### config.mk
export PLATFORM = sky130hd
export DESIGN_NAME = usbf_mem_req_arb
export DESIGN_NICKNAME = d
export VERILOG_FILES = /design/src/rtl/usbf_mem_req_arb_pkg.sv /design/src/rtl/usbf_rr_arb.sv /design/src/rtl/usbf_mem_req_arb.sv
export SDC_FILE = /design/constraint.sdc
export NUM_CORES = 1
export LEC_CHECK = 0
export BUFFER_PORTS_ARGS = -buffer_cell sky130_fd_sc_hd__clkbuf_2
export CORE_AREA = 10 10 164 166
export CTS_CLUSTER_DIAMETER = 50
export DETAILED_ROUTE_END_ITERATION = 10
export DIE_AREA = 0 0 174 176
export PLACE_DENSITY = 0.78
export SETUP_SLACK_MARGIN = 0.02
export SLEW_MARGIN = 20
export SYNTH_ARGS = -nofsm -noshare
export SYNTH_HDL_FRONTEND = slang
export SYNTH_SLANG_ARGS = --single-unit
### constraint.sdc
create_clock -name hclk_i -period 9.5 [get_ports hclk_i]
set_clock_uncertainty 0.15 [all_clocks]
set_input_delay 1.9 -clock hclk_i [delete_from_list [all_inputs] [get_ports hclk_i]]
set_output_delay 1.9 -clock hclk_i [all_outputs]
set_load 0.1 [all_outputs]
### src/rtl/usbf_mem_req_arb_pkg.sv
`default_nettype none
// ============================================================================
// Module      : usbf_mem_req_arb_pkg
// Description : Shared definitions for the hclk-domain memory request
//               arbiter: endpoint count and data width taken from the core
//               configuration, the default access watchdog, and the
//               scheduler state encoding.
// Revision    : 1.0 - initial release
// ============================================================================
package usbf_mem_req_arb_pkg;

  // Core configuration (mirrors usbf_cfg_defs)
  localparam int USB_EP_NUM          = 4;
  localparam int USB_EP0_DATA_DATA_W = 32;

  // Default watchdog: WAIT-state cycles before an access is abandoned
  localparam int MEM_ARB_TIMEOUT = 200;
  localparam int MEM_ARB_TO_W    = 8;

  typedef enum logic [1:0] {
    ST_IDLE  = 2'd0,
    ST_ISSUE = 2'd1,
    ST_WAIT  = 2'd2,
    ST_RESP  = 2'd3
  } arb_state_e;

endpackage : usbf_mem_req_arb_pkg
`default_nettype wire

### src/rtl/usbf_rr_arb.sv
`default_nettype none
// ============================================================================
// Module      : usbf_rr_arb
// Description : Combinational N-way round-robin arbiter. The search starts
//               at the pointer position and wraps modulo N; the first set
//               request bit found wins.
// Ports       : req_i   - request vector
//               ptr_i   - search start index (must be < N)
//               grant_o - one-hot grant
//               idx_o   - encoded index of the grant
//               any_o   - at least one request present
// Revision    : 1.0 - initial release
// ============================================================================
module usbf_rr_arb
  import usbf_mem_req_arb_pkg::*;
#(
  parameter int N     = USB_EP_NUM,
  parameter int IDX_W = (N > 1) ? $clog2(N) : 1
) (
  input  logic [N-1:0]     req_i,
  input  logic [IDX_W-1:0] ptr_i,
  output logic [N-1:0]     grant_o,
  output logic [IDX_W-1:0] idx_o,
  output logic             any_o
);

  always_comb begin
    int   cand;
    logic found;
    grant_o = '0;
    idx_o   = '0;
    cand    = 0;
    found   = 1'b0;
    for (int k = 0; k < N; k++) begin
      // Candidate position (ptr + k) mod N without a divider
      cand = int'(ptr_i) + k;
      if (cand >= N) begin
        cand = cand - N;
      end
      if (!found && req_i[IDX_W'(cand)]) begin
        found                   = 1'b1;
        grant_o[IDX_W'(cand)]   = 1'b1;
        idx_o                   = IDX_W'(cand);
      end
    end
    any_o = found;
  end

endmodule : usbf_rr_arb
`default_nettype wire

### src/rtl/usbf_mem_req_arb.sv
`default_nettype none
// ============================================================================
// Module      : usbf_mem_req_arb
// Description : hclk-domain scheduler sharing the single outstanding CDC
//               memory-access slot between per-endpoint FIFO write and read
//               requesters. Issues a one-hot data request pulse, holds the
//               TX word while the request crosses, waits for the matching
//               ready pulse (or the watchdog), then acks the requester.
// Ports       : hclk_i, rst_i          - clock, synchronous active-high reset
//               req_wt_i / req_rd_i    - level requests per EP, held to ack
//               req_wdata_i            - write word per EP
//               ack_o / ack_err_o      - completion pulse and timeout flag
//               rdata_o                - last completed read word
//               ep_data_wt_req_o/rd    - one-hot pulses to the synchronizer
//               ep_tx_data_o           - registered TX word per EP
//               ep_rx_data_i           - RX words from the synchronizer
//               mem_wt_ready_i/rd      - completion pulses (hclk domain)
//               busy_o                 - scheduler not idle
// Revision    : 1.0 - initial release
// ============================================================================
module usbf_mem_req_arb
  import usbf_mem_req_arb_pkg::*;
#(
  parameter int EP_NUM  = USB_EP_NUM,
  parameter int DATA_W  = USB_EP0_DATA_DATA_W,
  parameter int TIMEOUT = MEM_ARB_TIMEOUT,
  parameter int TO_W    = MEM_ARB_TO_W
) (
  input  logic                     hclk_i,
  input  logic                     rst_i,
  input  logic [EP_NUM-1:0]        req_wt_i,
  input  logic [EP_NUM-1:0]        req_rd_i,
  input  logic [DATA_W*EP_NUM-1:0] req_wdata_i,
  output logic [EP_NUM-1:0]        ack_o,
  output logic                     ack_err_o,
  output logic [DATA_W-1:0]        rdata_o,
  output logic [EP_NUM-1:0]        ep_data_wt_req_o,
  output logic [EP_NUM-1:0]        ep_data_rd_req_o,
  output logic [DATA_W*EP_NUM-1:0] ep_tx_data_o,
  input  logic [DATA_W*EP_NUM-1:0] ep_rx_data_i,
  input  logic                     mem_wt_ready_i,
  input  logic                     mem_rd_ready_i,
  output logic                     busy_o
);

  localparam int IDX_W = (EP_NUM > 1) ? $clog2(EP_NUM) : 1;

  // Per-EP views of the packed data buses
  logic [DATA_W-1:0] w_wdata   [EP_NUM];
  logic [DATA_W-1:0] w_rx_data [EP_NUM];

  arb_state_e         state_q,   state_d;
  logic [IDX_W-1:0]   ptr_q,     ptr_d;
  logic [EP_NUM-1:0]  grant_q,   grant_d;
  logic [IDX_W-1:0]   idx_q,     idx_d;
  logic               dir_wt_q,  dir_wt_d;
  logic [TO_W-1:0]    cnt_q,     cnt_d;
  logic [EP_NUM-1:0]  ack_q,     ack_d;
  logic               ack_err_q, ack_err_d;
  logic [DATA_W-1:0]  rdata_q,   rdata_d;
  logic [EP_NUM-1:0]  wt_req_q,  wt_req_d;
  logic [EP_NUM-1:0]  rd_req_q,  rd_req_d;
  logic               busy_q,    busy_d;
  logic [DATA_W-1:0]  tx_data_q [EP_NUM];
  logic [DATA_W-1:0]  tx_data_d [EP_NUM];

  logic [EP_NUM-1:0]  w_arb_req;
  logic [EP_NUM-1:0]  w_arb_grant;
  logic [IDX_W-1:0]   w_arb_idx;
  logic               w_arb_any;
  logic               w_ready_hit;

  for (genvar e = 0; e < EP_NUM; e++) begin : g_ep_slice
    assign w_wdata[e]                          = req_wdata_i[e*DATA_W +: DATA_W];
    assign w_rx_data[e]                        = ep_rx_data_i[e*DATA_W +: DATA_W];
    assign ep_tx_data_o[e*DATA_W +: DATA_W]    = tx_data_q[e];
  end

  // An EP competes if it wants either direction; write wins inside an EP
  assign w_arb_req = req_wt_i | req_rd_i;

  usbf_rr_arb #(
    .N     (EP_NUM),
    .IDX_W (IDX_W)
  ) u_rr_arb (
    .req_i   (w_arb_req),
    .ptr_i   (ptr_q),
    .grant_o (w_arb_grant),
    .idx_o   (w_arb_idx),
    .any_o   (w_arb_any)
  );

  // Only the ready pulse of the granted direction completes the access
  assign w_ready_hit = dir_wt_q ? mem_wt_ready_i : mem_rd_ready_i;

  always_comb begin
    state_d   = state_q;
    ptr_d     = ptr_q;
    grant_d   = grant_q;
    idx_d     = idx_q;
    dir_wt_d  = dir_wt_q;
    cnt_d     = cnt_q;
    ack_d     = '0;
    ack_err_d = 1'b0;
    rdata_d   = rdata_q;
    wt_req_d  = '0;
    rd_req_d  = '0;
    tx_data_d = tx_data_q;

    unique case (state_q)
      ST_IDLE: begin
        if (w_arb_any) begin
          state_d  = ST_ISSUE;
          grant_d  = w_arb_grant;
          idx_d    = w_arb_idx;
          dir_wt_d = |(req_wt_i & w_arb_grant);
          // Pulses are registered so they appear exactly in the ISSUE cycle
          if (|(req_wt_i & w_arb_grant)) begin
            wt_req_d             = w_arb_grant;
            tx_data_d[w_arb_idx] = w_wdata[w_arb_idx];
          end else begin
            rd_req_d = w_arb_grant;
          end
          ptr_d = (w_arb_idx == IDX_W'(EP_NUM - 1)) ? '0 : w_arb_idx + 1'b1;
        end
      end
      ST_ISSUE: begin
        cnt_d   = '0;
        state_d = ST_WAIT;
      end
      ST_WAIT: begin
        cnt_d = cnt_q + 1'b1;
        if (w_ready_hit) begin
          state_d = ST_RESP;
          ack_d   = grant_q;
          if (!dir_wt_q) begin
            rdata_d = w_rx_data[idx_q];
          end
        end else if (cnt_q == TO_W'(TIMEOUT - 2)) begin
          // The counter is about to reach TIMEOUT-1: ack lands exactly
          // TIMEOUT cycles after the ISSUE cycle
          state_d   = ST_RESP;
          ack_d     = grant_q;
          ack_err_d = 1'b1;
        end
      end
      ST_RESP: begin
        state_d = ST_IDLE;
      end
      default: begin
        state_d = ST_IDLE;
      end
    endcase

    busy_d = (state_d != ST_IDLE);
  end

  always_ff @(posedge hclk_i) begin
    if (rst_i) begin
      state_q   <= ST_IDLE;
      ptr_q     <= '0;
      grant_q   <= '0;
      idx_q     <= '0;
      dir_wt_q  <= 1'b0;
      cnt_q     <= '0;
      ack_q     <= '0;
      ack_err_q <= 1'b0;
      rdata_q   <= '0;
      wt_req_q  <= '0;
      rd_req_q  <= '0;
      busy_q    <= 1'b0;
      tx_data_q <= '{default: '0};
    end else begin
      state_q   <= state_d;
      ptr_q     <= ptr_d;
      grant_q   <= grant_d;
      idx_q     <= idx_d;
      dir_wt_q  <= dir_wt_d;
      cnt_q     <= cnt_d;
      ack_q     <= ack_d;
      ack_err_q <= ack_err_d;
      rdata_q   <= rdata_d;
      wt_req_q  <= wt_req_d;
      rd_req_q  <= rd_req_d;
      busy_q    <= busy_d;
      tx_data_q <= tx_data_d;
    end
  end

  assign ack_o            = ack_q;
  assign ack_err_o        = ack_err_q;
  assign rdata_o          = rdata_q;
  assign ep_data_wt_req_o = wt_req_q;
  assign ep_data_rd_req_o = rd_req_q;
  assign busy_o           = busy_q;

endmodule : usbf_mem_req_arb
`default_nettype wire

# Word-level counts from Yosys, hierarchy flattened
# Cells that the tools add are included.
# word_totals
input_bits	268
word_cells	134
regBits	193
out_inout_bits	174
# classes
n_mux	55
magnitude_cmp	15
n_addsub	9
bitwise	12
n_reduce_logical	22
n_eq_ne	5
# op_table
operator	n
$mux W32	5
$bmux W32 S2	2
$bwmux W128	1
$demux W32 S2	1
$mux W2	12
$mux W4	6
$mux W1	18
$lt A2 B4 Y1 const B	4
$or A4 B4 Y4	4
$pmux W8 S2	1
$ge A3 B3 Y1 const B	5
$add A8 B1 Y8 const B	1
$bmux W1 S2	4
$demux W1 S2	4
$eq A8 B8 Y1 const B	1
$ge A2 B1 Y1 const B	4
$logic_and A1 B1 Y1	8
$pmux W2 S4	1
$reduce_or A4 Y1	2
$sub A2 B1 Y2 const B	4
$reduce_or A7 Y1	1
$add A2 B2 Y3 const B	2
$eq A2 B2 Y1 const B	3
$not A2 Y3	2
other kinds (14)	22

# Longest topological paths before layout
# Gate-level depths: netlist (run 1).
# depth
depth_word	21
depth_mapped	15
depth_no_buf	10

# Hierarchy
# From an unflattened synthesis (run 1), not the netlist that was laid out.
# hier_totals
hier_cells	1123
hier_area_um2	11697.5
# by_module_without_submodules
mod	instances	area_each_um2	seq_area_each_um2	cells_each
usbf_mem_req_arb	1	11197.0	3863.7	1060
usbf_rr_arb	1	500.5	0.0	63

# Least setup slack after synthesis (run 1)
# No wires, ideal clock.
# synth_timing
path_type	input -> register
from	input port req_rd_i[0]
to	register tx_data_q, in the netlist ep_tx_data_o[100]
setup_slack_ps	4845
t_required_ps	9278
arrival_time_ps	4433
path_buffers	3
setup_time_ps	72
path_stages	11
path_cell_list	or2_1 -> clkbuf_1 -> mux4_2 -> nor2b_1 -> o32ai_2 -> inv_2 -> clkbuf_1 -> ha_1 -> nand3_2 -> buf_6 -> mux2i_1
# synth_between
elab_chain_cells	20
word_cells_on_any_way	47
classes_between	2 x order compare; 30 x mux; 6 x bitwise; 9 x reduce/logical
# synth_lines
element	line	text
from (decl)	usbf_mem_req_arb.sv:32	input logic [EP_NUM-1:0] req_rd_i,
$or A4 B4 Y4 (*)	usbf_mem_req_arb.sv:80	assign w_arb_req = req_wt_i | req_rd_i;
$bmux W1 S2	usbf_rr_arb.sv:40	if (!found && req_i[IDX_W'(cand)]) begin
$mux W1 (not written as such) (2 in a row)	usbf_rr_arb.sv:40	
$mux W1	usbf_rr_arb.sv:40	
$logic_not A1 Y1	usbf_rr_arb.sv:40	
$logic_and A1 B1 Y1	usbf_rr_arb.sv:40	
$mux W1	usbf_rr_arb.sv:40	
$logic_not A1 Y1	usbf_rr_arb.sv:40	
[4 not listed]	--	
$mux W2 (*)	usbf_rr_arb.sv:40	
via u_rr_arb.idx_o[0]	usbf_rr_arb.sv:23	output logic [IDX_W-1:0] idx_o,
$not A2 Y3 (not written as such) (*)	usbf_mem_req_arb.sv:120	tx_data_d[w_arb_idx] = w_wdata[w_arb_idx];
$ge A3 B3 Y1 (not written as such) / $lt A3 B1 Y1 (equally long branches)	usbf_mem_req_arb.sv:120	
$logic_and A1 B1 Y1 (not written as such)	usbf_mem_req_arb.sv:120	
$mux W32 (not written as such)	usbf_mem_req_arb.sv:120	
$demux W32 S2	usbf_mem_req_arb.sv:120	
$bwmux W128 (*)	usbf_mem_req_arb.sv:120	
to (signal assigned)	usbf_mem_req_arb.sv:186	tx_data_q <= tx_data_d;
to (decl)	usbf_mem_req_arb.sv:64	logic [DATA_W-1:0] tx_data_q [EP_NUM];
# Mark *: on every way through the listed nets, which the timed path passes. The rest lies on a longest branch. The select of a mux whose other input is x is not followed.
# A chain may end at the register's enable or synchronous reset.

# Worst setup path after layout (run 1)
# layout_timing
from	input port req_wt_i[2]
to	register tx_data_q, in the netlist ep_tx_data_o[108]
# layout_between
elab_chain_cells	20
word_cells_on_any_way	47
classes_between	2 x order compare; 30 x mux; 6 x bitwise; 9 x reduce/logical
# layout_lines
element	line	text
from (decl)	usbf_mem_req_arb.sv:31	input logic [EP_NUM-1:0] req_wt_i,
$or A4 B4 Y4	usbf_mem_req_arb.sv:80	
$bmux W1 S2	usbf_rr_arb.sv:40	
$mux W1 (not written as such) (2 in a row)	usbf_rr_arb.sv:40	
$mux W1	usbf_rr_arb.sv:40	
$logic_not A1 Y1	usbf_rr_arb.sv:40	
$logic_and A1 B1 Y1	usbf_rr_arb.sv:40	
$mux W1	usbf_rr_arb.sv:40	
$logic_not A1 Y1	usbf_rr_arb.sv:40	
[3 not listed]	--	
$logic_and A1 B1 Y1	usbf_rr_arb.sv:40	
$mux W2	usbf_rr_arb.sv:40	
$not A2 Y3 (not written as such)	usbf_mem_req_arb.sv:120	
$ge A3 B3 Y1 (not written as such) / $lt A3 B1 Y1 (equally long branches)	usbf_mem_req_arb.sv:120	
$logic_and A1 B1 Y1 (not written as such)	usbf_mem_req_arb.sv:120	
$mux W32 (not written as such)	usbf_mem_req_arb.sv:120	
$demux W32 S2	usbf_mem_req_arb.sv:120	
$bwmux W128	usbf_mem_req_arb.sv:120	
# Several ways; a longest one is shown, not always the timed one. The select of a mux whose other input is x is not followed.

==> results of run 1 <==
-- cells in the mapped netlist (all sizes together), types with 9 or more instances --
master and n:
a21oi 43, buf 22, clkbuf 50, dfxtp 193, ha 17, inv 13, mux2i 194, mux4 34
nand2 267, nand3 44, nand4 9, nor2 31
-- where the power goes --
group / internal, W / switching [W]
sequential: 0.000984 / 0.000145
clock: 0.000384 / 0.000346
combinational: 0.000641 / 0.00189
total: 0.00201 / 0.00238
-- logic make-up after synthesis --
| kind of cell | Yosys count |
|---|---|
| and+or+nand+nor | 386 |
| muxes | 231 |
| DFF | 193 |
| buffers and inverters | 85 |
| AOI/OAI and AO/OA | 73 |
| adders and majority gates | 17 |
| xor gates and xnor gates | 4 |
-- per-layer routing --
metal / track usage (%) / up-vias / part of all wire (%) / routed length (um)
li1: - / 4206 / - / -
met1: 24.1 / 4125 / 40 / 13600
met2: 38.0 / 392 / 50 / 17000
met3: 6.45 / 28 / 7.6 / 2580
met4: 5.52 / 0 / 1.7 / 566
met5: 0 / - / 0 / 0
-- layout make-up --
type                            count  area, um2  area share (%)
Clock inverter                     14        168            1.36
Multi-Input combinational cell    711       5140            41.6
Tap cell                          324        405            3.28
Antenna cell                        2       5.00          0.0405
Timing Repair Buffer              452       2290            18.5
Inverter                           13       51.3           0.415
Sequential cell                   193       3870            31.3
Clock buffer                       18        439            3.55
-- critical path, stage by stage --
cell and delay (ns):
clkbuf_2 0.11, or2_2 0.33, mux4_2 0.50, a41oi_2 0.38, o32ai_4 0.16, inv_2 0.49, ha_1 0.30, nand3_2 0.44
buf_4 0.45, mux2i_1 0.16
-- stage by stage --
stage	setup slack, ns	power (W)
final	4.40	0.00439
after global routing	4.20	0.00460
after CTS	4.41	0.00442
after detailed placement	3.97	0.00369
after global placement	4.02	0.00366
after floorplan	4.84	0.00320
-- registers in the layout (all words and copies together), names as in the netlist --
register          flops
state_q               2
dir_wt_q              1
grant_q               4
ptr_q                 2
rdata_o              32
cnt_q                 8
ack_err_o             1
ep_tx_data_o        128
ack_o                 4
busy_o                1
ep_data_rd_req_o      4
ep_data_wt_req_o      4
idx_q                 2
-- layout by cell type (no fill, tap or decap), types with 11 or more instances in the layout --
cell	instances
inv_1	11
a21oi_1	43
ha_1	17
clkbuf_2	441
mux4_2	34
nor2_1	30
clkbuf_16	17
nand2_1	267
dfxtp_1	192
buf_4	11
mux2i_1	194
nand3_1	40
-- path summary, 6_finish.rpt --
kind / start / endpoint / depth (start not counted)
worst max-delay path: req_wt_i[2] / ep_tx_data_o[108] / 10
worst min-delay path: rdata_o[23] / rdata_o[23] / 2
worst max register to register: ptr_q[0] / ep_tx_data_o[108] / 10
worst min register to register: rdata_o[23] / rdata_o[23] / 2
==> out/metrics.cfg, run 1 <==
[die]
rows = 57
die_h_um = 176
core_area_um2 = 23800
dieArea_um2 = 30600
boundaryPins = 442
start_util_pct = 39.4
die_x_um = 174

[critical_path]
critPathCaptureType = register
cp.arrival_ns = 5.24
crit_fanout = 34
start_kind = input pin
critPathKind = in -> reg
required_ns = 9.64
r2r_slack_ns = 4.62

[yosys]
synthesis.nets = 1274
synthXorXnorAreaFrac_pct = 0.373
synth_top_area_share_pct = 41.1
ys.flop_type = dfxtp_1
yosysWarnings = 0
synth_fa_ha_area_share_pct = 2.26
synth_top_family_by_area = multiplexers
synth_edf_count = 0
syn_inst = 989
async_reset_ff_share_pct = 0
ys_seq_area_share_pct = 41.1
synthTopCellsByArea = dfxtp_1 (41%), mux2i_1 (21%), nand2_1 (11%)
netlist_area_um2 = 9400
synthMuxAreaShare_pct = 29.2
yosys.area.top_type = dfxtp_1
syn_area_per_cell_um2 = 9.50
synthSimpleGateAreaFrac_pct = 17.6
synth_cell_types = 47
ys_seq_elements = 193
synth_compound_area_share_pct = 5.05

[placement]
dp_hpwl_mm = 27.3
placed_area_um2 = 11800
portBuffers = 441
place_inst = 1693
gp_congestion = 0.933

[clock_tree]
clockBufferDepth = 2
clkTransAtPathRegs_ns = 0.07
cts.repair.resized = 0
cts_max_level = 4
cts_tree = built
cts-root-buf = clkbuf_16
cts_sinks = 193
clock_latency_ns = 0.42
cts-hold-fix-buffers = 0
post_cts_buffers = 0
cts_buffers = 17

[timing]
maxSlewHeadroom_pct = 37.8
hold_ws_ns = 0.308
fin_crit_sh_pct = 53.7
setup_viol = 0
final_hold_viol_count = 0
post-route-min-period_ns = 5.10
finalMaxSlewViolations = 0
fmaxAchievable_ghz = 0.196
tns_ns = 0
tightestPinTransition_ns = 0.933
rsz0062_at_grt = no

[job]
drv_cap = 0

[finish]
fin_area_um2 = 12400
finalNetCount = 1673
area_delta_synth_final_pct = 31.7
stdcell_count = 1727
drive_above_1_share_pct = 38.4
post-route-util_pct = 51.9
filler_cell_count = 2245

[global_route]
grt.total_usage_pct = 21.2
grt_pass1_wl_mm = 52.1
gr-total-overflow = 0
grt_max_degree = 76
antenna_found_initial = 2
first_global_vias = 9064

[drt]
num_vias = 8751
finalWirelength_mm = 33.8
first_pass_iters = 5
drt-initial-drc-count = 500
drc_errors = 0
vias_per_cell = 5.07
ant_nets = 0
wl_per_cell_um = 19.6

[power_and_ir_drop]
cellPowerDensity_nw_per_um2 = 355
vdd_drop_max_mv = 0.212
p_leak_nw = 6.57

[hold_path]
hold_path.class = reg -> reg

[status]
status = finished clean

(Power assumes the default switching activity.)
==> inputs of run 2 (changes only) <==
--- a/config.mk
+++ b/config.mk
@@ -5,12 +5,13 @@
 export SDC_FILE = /design/constraint.sdc
 export NUM_CORES = 1
 export LEC_CHECK = 0
+export ABC_AREA = 1
 export BUFFER_PORTS_ARGS = -buffer_cell sky130_fd_sc_hd__clkbuf_2
-export CORE_AREA = 10 10 164 166
+export CORE_MARGIN = 10
+export CORE_UTILIZATION = 44
 export CTS_CLUSTER_DIAMETER = 50
 export DETAILED_ROUTE_END_ITERATION = 10
-export DIE_AREA = 0 0 174 176
-export PLACE_DENSITY = 0.78
+export PLACE_DENSITY = 0.86
 export SETUP_SLACK_MARGIN = 0.02
 export SLEW_MARGIN = 20
 export SYNTH_ARGS = -nofsm -noshare
==> constraint.sdc (replaced) <==
create_clock -name hclk_i -period 4.45 [get_ports hclk_i]
set_clock_uncertainty 0.15 [all_clocks]
set_input_delay 0.89 -clock hclk_i [delete_from_list [all_inputs] [get_ports hclk_i]]
set_output_delay 0.89 -clock hclk_i [all_outputs]
set_load 0.1 [all_outputs]
==> run 2 against run 1 <==
Sequential share of layout area shrank 2.1 points. Wire length grew 11%. Power grew to 2.6 times the previous value.
==> out/metrics.cfg, run 2 <==
[status]
status = finished clean  ; unchanged

[yosys]
netlist_area_um2 = 10400  ; was 9400 um2
synthSimpleGateAreaFrac_pct = 39.0  ; was 17.6%
yosys.area.top_type = dfxtp_1  ; unchanged
ys.flop_type = dfxtp_1  ; unchanged
synthesis.nets = 2008  ; was 1274
synth_cell_types = 33  ; was 47
syn_area_per_cell_um2 = 6.02  ; was 9.50 um2
async_reset_ff_share_pct = 0  ; unchanged
synth_top_family_by_area = simple AND/OR/NAND/NOR gates  ; was multiplexers
yosysWarnings = 0  ; unchanged
synth.cells.most_frequent = nand2_1 (601), nor2_1 (386), inv_1 (216)  ; was nand2_1 (267), mux2i_1 (194), dfxtp_1 (193)
synth_fa_ha_area_share_pct = 2.05  ; was 2.26%
ys_seq_elements = 193  ; unchanged
syn_inst = 1723  ; was 989
synth_top_area_share_pct = 37.3  ; was 41.1%
synth_compound_area_share_pct = 9.18  ; was 5.05%
synthTopCellsByArea = dfxtp_1 (37%), nand2_1 (22%), nor2_1 (14%)  ; was dfxtp_1 (41%), mux2i_1 (21%), nand2_1 (11%)
synth_edf_count = 0  ; unchanged
synthXorXnorAreaFrac_pct = 0  ; was 0.373%
synth.most_common_cell = nand2_1  ; unchanged
ys_seq_area_share_pct = 37.3  ; was 41.1%
synthMuxAreaShare_pct = 0  ; was 29.2%

[critical_path]
endpoint = ep_tx_data_o[6]  ; was ep_tx_data_o[108]
r2r_end = ep_tx_data_o[6]  ; was ep_tx_data_o[108]
critPathKind = reg -> reg  ; was in -> reg
crit_start = ptr_q[0]  ; was req_wt_i[2]
reg2regPathDepth = 14  ; was 10
required_ns = 4.62  ; was 9.64 ns
critPathCaptureType = register  ; unchanged
r2r-start = ptr_q[0]  ; unchanged
r2r_slack_ns = 0.47  ; was 4.62 ns
cp.arrival_ns = 4.15  ; was 5.24 ns
start_kind = register  ; was input pin
crit_fanout = 64  ; was 34

[drt]
finalWirelength_mm = 37.4  ; was 33.8 mm
first_pass_iters = 5  ; unchanged
wl_per_cell_um = 15.3  ; was 19.6 um
num_vias = 11700  ; was 8751
ant_nets = 0  ; unchanged
vias_per_cell = 4.81  ; was 5.07
drc_errors = 0  ; unchanged
drt-initial-drc-count = 984  ; was 500

[power_and_ir_drop]
seq_power_share_pct = 21.7  ; was 25.7%
intPower_w = 0.00450  ; was 0.00201 W
clkPwrFrac_pct = 13.7  ; was 16.7%
combPwrFrac_pct = 64.6  ; was 57.6%
switchingPower_w = 0.00710  ; was 0.00238 W
power.total_w = 0.0116  ; was 0.00439 W
cellPowerDensity_nw_per_um2 = 874  ; was 355 nW/um2
vdd_drop_max_mv = 0.508  ; was 0.212 mV
p_leak_nw = 7.69  ; was 6.57 nW
sw_frac_of_total_pct = 61.2  ; was 54.2%

[timing]
maxSlewHeadroom_pct = 33.6  ; was 37.8%
setup_viol = 0  ; unchanged
rsz0062_at_grt = no  ; unchanged
fmaxAchievable_ghz = 0.251
tightestPinTransition_ns = 0.996  ; was 0.933 ns
tns_ns = 0  ; unchanged
final_hold_viol_count = 0  ; unchanged
finalMaxSlewViolations = 0  ; unchanged
fin_crit_sh_pct = 89.4
post-route-min-period_ns = 3.98

[placement]
gp_congestion = 0.956  ; was 0.933
portBuffers = 441  ; unchanged
dp_hpwl_mm = 28.6  ; was 27.3 mm

[finish]
layout_common_cells = nand2_1 (601), clkbuf_2 (441), nor2_1 (386)  ; was clkbuf_2 (441), nand2_1 (267), mux2i_1 (194)
largest_reg_flops = 128  ; unchanged
area_delta_synth_final_pct = 28.0  ; was 31.7%
drive_above_1_share_pct = 24.0  ; was 38.4%
finalNetCount = 2386  ; was 1673
final_common_cell = nand2_1  ; was clkbuf_2

[global_route]
grt_max_degree = 130  ; was 76
gr-total-overflow = 0  ; unchanged
grt_pass1_wl_mm = 58.9  ; was 52.1 mm
first_global_vias = 11200  ; was 9064
grt.total_usage_pct = 23.8  ; was 21.2%
antenna_found_initial = 4  ; was 2

[clock_tree]
cts.repair.resized = 0  ; unchanged
cts_sinks = 193  ; unchanged
cts_max_level = 4  ; unchanged
clock_latency_ns = 0.43  ; was 0.42 ns
cts-root-buf = clkbuf_16  ; unchanged
cts_buffers = 17  ; unchanged
post_cts_buffers = 0  ; unchanged
clkTransAtPathRegs_ns = 0.08  ; was 0.07 ns
clockBufferDepth = 2  ; unchanged
cts_tree = built  ; unchanged
cts-hold-fix-buffers = 0  ; unchanged

[die]
die_x_um = 174  ; about the same
dieArea_um2 = 30100  ; was 30600 um2
core_area_um2 = 23300  ; was 23800 um2
boundaryPins = 442  ; unchanged
start_util_pct = 44.4  ; was 39.4%
rows = 56  ; was 57
die_h_um = 174  ; was 176 um

[job]
drv_cap = 0  ; unchanged

[hold_path]
hold_depth = 2  ; unchanged
hold_path.class = reg -> reg  ; unchanged

## run 2: worst max-delay path, stage by stage, from the launching register on
cell and delay (ns):
dfxtp_1 0.60, inv_2 0.18, ha_1 0.36, inv_1 0.13, nand3_1 0.13, nand2_2 0.10, nor2_2 0.36, nand2_2 0.12
o21ai_2 0.20, nand2_1 0.12, o21ai_4 0.16, ha_1 0.26, nand3_4 0.55, nor2_1 0.33, nor2_1 0.08
## run 2: layout make-up
type / instances / area [um2]
Clock buffer: 18 / 429
Tap cell: 319 / 399
Multi-Input combinational cell: 1214 / 5230
Clock inverter: 14 / 186
Fill cell: 2234 / 10100
Inverter: 224 / 843
Sequential cell: 193 / 3870
Antenna cell: 2 / 5.00
Timing Repair Buffer: 451 / 2320
## run 2: worst min path at each step
stage                          start       end  slack [ns]
after floorplan           grant_q[0]  ack_o[0]        0.26
after global placement    grant_q[1]  ack_o[1]        0.28
after detailed placement  grant_q[0]  ack_o[0]        0.29
after CTS                 grant_q[1]  ack_o[1]        0.31
after global routing      grant_q[2]  ack_o[2]        0.35
final                     grant_q[1]  ack_o[1]        0.31
## run 2: kinds of logic after synthesis
logic type      Yosys count
fa+ha+maj                17
simple gates           1036
compound gates          161
flops                   193
buf+inv                 316
## run 2: per-layer routing
metal	share of wire, %	track usage, %	vias to the layer above
met5	0.029	0	-
met4	3.3	9.20	2
met3	9.7	7.17	66
met2	49	42.3	564
met1	38	26.0	5146
li1	-	-	5938
## run 2: stage by stage
step	worst slack, ns	utilization, %	cells	hold WS [ns]	instance area (um2)
final	0.472	56.9	2435	0.308	13300
after global routing	0.0909	56.9	2435	0.348	13300
after CTS	0.505	56.8	2433	0.306	13300
after detailed placement	0.517	54.2	2401	0.290	12600
after global placement	0.712	54.2	2401	0.279	12600
after floorplan	1.35	-	1723	0.264	10400
## run 2: power by group through the flow
stage	clock network (W)	registers (W)	logic, W
after global routing	0.00169	0.00257	0.00811
after global placement	0	0.00253	0.00733
after detailed placement	0	0.00255	0.00744
final	0.00159	0.00252	0.00749
after floorplan	0	0.00532	0.00325
after CTS	0.00162	0.00251	0.00747
